File: config.mk
export PLATFORM = sky130hd
export DESIGN_NAME = fetch_stage
export DESIGN_NICKNAME = d
export VERILOG_FILES = /design/src/rtl/pipe_pkg.sv /design/src/rtl/fetch_stage.sv
export SDC_FILE = /design/constraint.sdc
export NUM_CORES = 1
export LEC_CHECK = 0
export ABC_AREA = 1
export CAP_MARGIN = 10
export CORE_MARGIN = 2
export CORE_UTILIZATION = 40
export CTS_CLUSTER_SIZE = 16
export DETAILED_ROUTE_END_ITERATION = 8
export PLACE_DENSITY = 0.86
export RECOVER_POWER = 100
export SLEW_MARGIN = 40
export SYNTH_ARGS = -nofsm -noshare
export SYNTH_HDL_FRONTEND = slang
export SYNTH_SLANG_ARGS = --single-unit
File: constraint.sdc
create_clock -name i_clk -period 3.35 [get_ports i_clk]
set_input_delay 1.005 -clock i_clk [delete_from_list [all_inputs] [get_ports i_clk]]
set_output_delay 1.005 -clock i_clk [all_outputs]
set_load 0.02 [all_outputs]
File: src/rtl/pipe_pkg.sv
// Shared pipeline types and constants for the front-end stages.
package pipe_pkg;

   localparam int XLEN = 32;

   localparam logic [XLEN-1:0] NOP_INST         = 32'h0000_0013;
   localparam logic [XLEN-1:0] RESET_PC_DEFAULT = 32'h0000_0000;

   typedef enum logic [1:0] {
      S_IDLE,
      S_REQ,
      S_WAIT,
      S_VALID
   } fetch_state_t;

endpackage

File: src/rtl/fetch_stage.sv
// Instruction-fetch stage: owns the PC, issues one outstanding imem request at a
// time and presents the fetched instruction (or a NOP bubble) to IF/ID.
module fetch_stage
   import pipe_pkg::*;
#(
   parameter logic [31:0] RESET_PC = pipe_pkg::RESET_PC_DEFAULT,
   parameter logic [31:0] NOP_INST = pipe_pkg::NOP_INST
) (
   input  logic        i_clk,
   input  logic        i_rst_n,
   input  logic        i_stall,
   input  logic        i_redirect,
   input  logic [31:0] i_redirect_pc,
   output logic        o_imem_req,
   output logic [31:0] o_imem_addr,
   input  logic        i_imem_ready,
   input  logic        i_imem_rvalid,
   input  logic [31:0] i_imem_rdata,
   output logic [31:0] o_pcF,
   output logic [31:0] o_instF,
   output logic [31:0] o_pc_fourF,
   output logic        o_validF
);

   fetch_state_t state_q, state_d;
   logic [31:0]  pc_q, pc_d;
   logic [31:0]  inst_q, inst_d;
   logic         kill_q, kill_d;
   logic [31:0]  redirect_target;

   assign redirect_target = i_redirect_pc & 32'hFFFF_FFFC;

   always_ff @(posedge i_clk or negedge i_rst_n) begin
      if (!i_rst_n) begin
         state_q <= S_IDLE;
         pc_q    <= RESET_PC;
         inst_q  <= NOP_INST;
         kill_q  <= 1'b0;
      end else begin
         state_q <= state_d;
         pc_q    <= pc_d;
         inst_q  <= inst_d;
         kill_q  <= kill_d;
      end
   end

   // kill marks an in-flight request whose response must be dropped because a
   // redirect happened after it was accepted.
   always_comb begin
      state_d = state_q;
      pc_d    = pc_q;
      inst_d  = inst_q;
      kill_d  = kill_q;

      unique case (state_q)
         S_IDLE: begin
            state_d = S_REQ;
         end
         S_REQ: begin
            if (i_imem_ready) begin
               state_d = S_WAIT;
               kill_d  = i_redirect;
            end
         end
         S_WAIT: begin
            if (i_imem_rvalid) begin
               kill_d = 1'b0;
               if (kill_q || i_redirect) begin
                  state_d = S_REQ;
               end else begin
                  inst_d  = i_imem_rdata;
                  state_d = S_VALID;
               end
            end else if (i_redirect) begin
               kill_d = 1'b1;
            end
         end
         S_VALID: begin
            if (i_redirect) begin
               inst_d  = NOP_INST;
               state_d = S_REQ;
            end else if (!i_stall) begin
               pc_d    = pc_q + 32'd4;
               state_d = S_REQ;
            end
         end
         default: begin
            state_d = S_IDLE;
         end
      endcase

      if (i_redirect) begin
         pc_d = redirect_target;
      end
   end

   assign o_imem_req  = (state_q == S_REQ);
   assign o_imem_addr = pc_q;
   assign o_pcF       = pc_q;
   assign o_pc_fourF  = pc_q + 32'd4;
   assign o_validF    = (state_q == S_VALID);
   assign o_instF     = o_validF ? inst_q : NOP_INST;

endmodule
Word level (Yosys, flattened, before mapping)

Cells that the tools add are included.

Flip-flop bits (word level): 67
Bits of input ports: 70
Word-level logic and storage cells: 42

Add/subtract/negate cells: 1
Equal/unequal tests: 10
Multiplexer cells: 18
Reduce and logical (&&, ||, !) cells: 9

Operator list:

| kind                    | number |
|---|---|
| $mux W32                | 7 |
| $pmux W32 S2            | 1 |
| $add A32 B3 Y32 const B | 1 |
| $mux W2                 | 5 |
| $pmux W2 S4             | 1 |
| $ne A2 B2 Y1 const B    | 3 |
| $ne A3 B3 Y1 const B    | 2 |
| $reduce_and A3 Y1       | 2 |
| $reduce_bool A2 Y1      | 3 |
| $eq A2 B2 Y1 const B    | 2 |
| $ne A2 B1 Y1 const B    | 2 |
| $reduce_and A4 Y1       | 1 |
| $mux W1                 | 3 |
| $eq A2 B1 Y1 const B    | 1 |
| $logic_not A2 Y1        | 1 |
| $pmux W1 S2             | 1 |
| $reduce_and A2 Y1       | 1 |
| $logic_or A1 B1 Y1      | 1 |

Longest topological paths before layout

Depth after elaboration: 4
Gate-level depth with buffers: 10
Mapped depth without buffers: 10

Worst setup path after synthesis

OpenSTA, ideal clock, no wires.

Path kind: flip-flop to output port
Start: register pc_q[3], in the netlist o_imem_addr[3]
End: output port o_pc_fourF[12]
Arrival time: 1,572 ps
Data required time: 2,345 ps
Slack: 773 ps
Cell stages (with the launch flop): 7
Buffers on the path: 0
Path through: dfrtp_1 -> ha_1 -> nand2_2 -> nor2_4 -> nand2_4 -> nor2_4 -> xor2_1

Word-level cells in the longest chain between the ends: 1

RTL lines:

| element                  | line               | text |
|---|---|---|
| start: declaration       | fetch_stage.sv:26  | `logic [31:0] pc_q, pc_d;` |
| start signal: assignment | fetch_stage.sv:41  | `pc_q <= pc_d;` |
| $add A32 B3 Y32          | fetch_stage.sv:100 | `assign o_pc_fourF = pc_q + 32'd4;` |
| end: declaration         | fetch_stage.sv:21  | `output logic [31:0] o_pc_fourF,` |

No other way between the ends.

Final worst setup path

Start: register pc_q[13], in the netlist o_imem_addr[13]
End: output port o_pc_fourF[31]

Same word-level chain as after synthesis.

==> impl_metrics.yaml <==
outcome:
  status: "complete, but fails checks"
  violations: "max-capacitance violations, max-slew violations"
critical_path:
  r2r_start: "state_q[0]"
  critPathLaunch: "o_imem_addr[13]"
  rr_worst_depth: 8
  cp.required_ns: 2.34
  worstSetupPathType: "flop to output port"
  endpoint_kind: "output port"
  reg2reg_slack_ns: 1.05
  cp-endpoint: "o_pc_fourF[31]"
  cp.arrival_ns: 2.23
  reg2reg_to: "o_imem_addr[18]"
  cp-start-kind: "flop"
  crit_fanout: 6
die:
  io_pins: 200
  die_w_microns: 107
  die_area_sq_um: 11500
  num_rows: 37
  core_sq_um: 10300
  start_util: 0.411
  die_h_microns: 107
drt:
  drt_pass1_iterations: 5
  wl_microns: 12600
  drt_iter0_drc: 144
  postRouteAntennaNets: 0
  wl_per_cell_microns: 14.5
  vias: 4204
  drcViolationCount: 0
  via_per_inst: 4.84
place:
  dp_hpwl_microns: 9610
  gp_congestion: 0.914
  dp_cells: 853
  io_buffers: 191
timing:
  skew_ns: 0.0148
  worstMarginPinSlew_ns: 1.75
  setup_tns_ns: 0
  finalHoldViolations: 0
  maxSlewViolCount: 30
  rsz0062_at_grt: "false"
  slew_headroom: -0.169
  finalCritPeriodShare: 0.966
  setup_viol: 0
  final.min_clock_period_ns: 3.24
  timing.fmax_mhz: 309
logic_synthesis:
  synth_area_leaders: "dfrtp_1 37%, nand2_1 17%, inv_1 8.0%"
  ys_warn_count: 0
  synth-seq-cells: 65
  yosys.area.top_type: "dfrtp_1"
  syn_inst: 568
  synth_cell_types: 32
  syn-cell-area_sq_um: 4250
  ys_seq_area_frac: 0.384
  post_synth.cell_area_avg_sq_um: 7.47
  yosys.area.top_type_share: 0.365
clock_tree:
  cts-root-buf: "clkbuf_8"
  cts.clk_slew.worst_paths_ns: 0.08
  cts_tree: "done"
  clk-insertion-delay-late_ns: 0.34
  cts_max_level: 3
  ctsHoldBuffers: 0
  clkSinkCount: 65
  clk_path_buf_depth: 2
  cts_buffers: 9
cells_and_area:
  diodes: 0
  layout_common_cells: "187 x nand2_1, 93 x clkdlybuf4s50_1, 92 x inv_1"
  nets: 802
  final_cells: 869
  layout-drive-gt1-share: 0.0859
  areaGrowthSynthToFinish_pct: 46.8
  final_common_cell: "nand2_1"
global_route:
  track_usage: 0.224
  overflow: 0
  grt_pass1_vias: 4240
  grt_max_degree: 38
  antenna_found_initial: 0
  grt_pass1_wl_microns: 20400
power_and_ir_drop:
  ir_drop_mv: 0.249
  p_leak_nw: 3.19
  power_density_nw_per_um2: 540
flow_run:
  drv_cap: 1
worst_hold_path:
  worst_hold_path.num_cells: 2
  hold_class: "flop to flop"
-- stage by stage --
step                cell area (sq um)   util  power [mW]  hold slack, ns  setup slack, ns
floorplan                        4260      -        2.08           0.455            0.773
global route                     6230  0.604        3.55           0.505          0.00178
detailed placement               6050  0.586        2.69           0.466            0.248
CTS                              6280  0.608        3.46           0.478           0.0804
global placement                 6050  0.586        2.64           0.465            0.314
finish                           6230  0.604        3.37           0.475            0.113
-- worst max-delay path, stage by stage, from the launching register on --
cell and delay [ns]:
dfrtp_1 0.46, nand2_1 0.10, nor2_1 0.20, nand2_1 0.13, nor2_4 0.20, nand3_1 0.10
nand2_1 0.10, clkdlybuf4s50_1 0.61
-- flip-flops by register name, indices dropped and copies added, names as in the netlist --
signal and flops:
kill_q 1, state_q 2, o_imem_addr 30, inst_q 32
-- report_power, final --
part	internal, mW	switching, mW
Clock	0.442	0.330
Combinational	0.596	0.781
Sequential	1.02	0.202
-- synthesized netlist by cell type --
master,n
o221ai_1,1
a21oi_1,4
xnor2_1,1
nand4_1,1
clkbuf_1,6
buf_4,37
nand2_4,3
and2_1,4
nor2_4,10
o211ai_1,2
inv_2,4
dfstp_2,3
nor2_8,1
dfrtp_1,62
o21ai_0,15
nor3_2,1
ha_1,4
o22ai_1,1
o31ai_1,1
buf_2,10
a31oi_1,3
nand2_2,3
nand2_1,187
nand3_1,25
xor2_2,6
a22o_1,37
o21ai_1,1
o21ai_4,1
xor2_1,8
conb_1,1
nor2_1,34
inv_1,91
-- cell type report --
class	count	area, sq um
clock buffer	10	138
clock inverter	6	90.1
fill	904	4090
inverter	95	357
multi-input combinational	360	1910
sequential	65	1640
tap	136	170
timing repair buffer	197	1920
-- routing by layer --
metal	GRT usage	part of all wire
met1	0.260	0.40
met2	0.390	0.50
met3	0.0669	0.083
met4	0.0807	0.018
met5	0	0
-- kinds of logic after synthesis --
logic type / count (synthesis) / synth area share
and+or+nand+nor: 269 / 0.278
buffers and inverters: 148 / 0.167
AOI/OAI and AO/OA: 66 / 0.117
DFF: 65 / 0.384
xor gates and xnor gates: 15 / 0.0416
adders and majority gates: 4 / 0.0118
other: 1 / 0.000883
-- timing repair --
item,4_1_cts,5_1_grt
endpoints found under the setup margin,11,9
setup buffers,0,0
resized for setup,17,10
-- worst min path at each step --
stage,from,end,slack (ns)
after floorplan,inst_q[0],inst_q[0],0.45
after global placement,inst_q[4],inst_q[4],0.46
after detailed placement,inst_q[4],inst_q[4],0.47
after CTS,inst_q[4],inst_q[4],0.48
after global routing,inst_q[4],inst_q[4],0.50
final,inst_q[4],inst_q[4],0.47
Power figures use the tool's default switching activity.
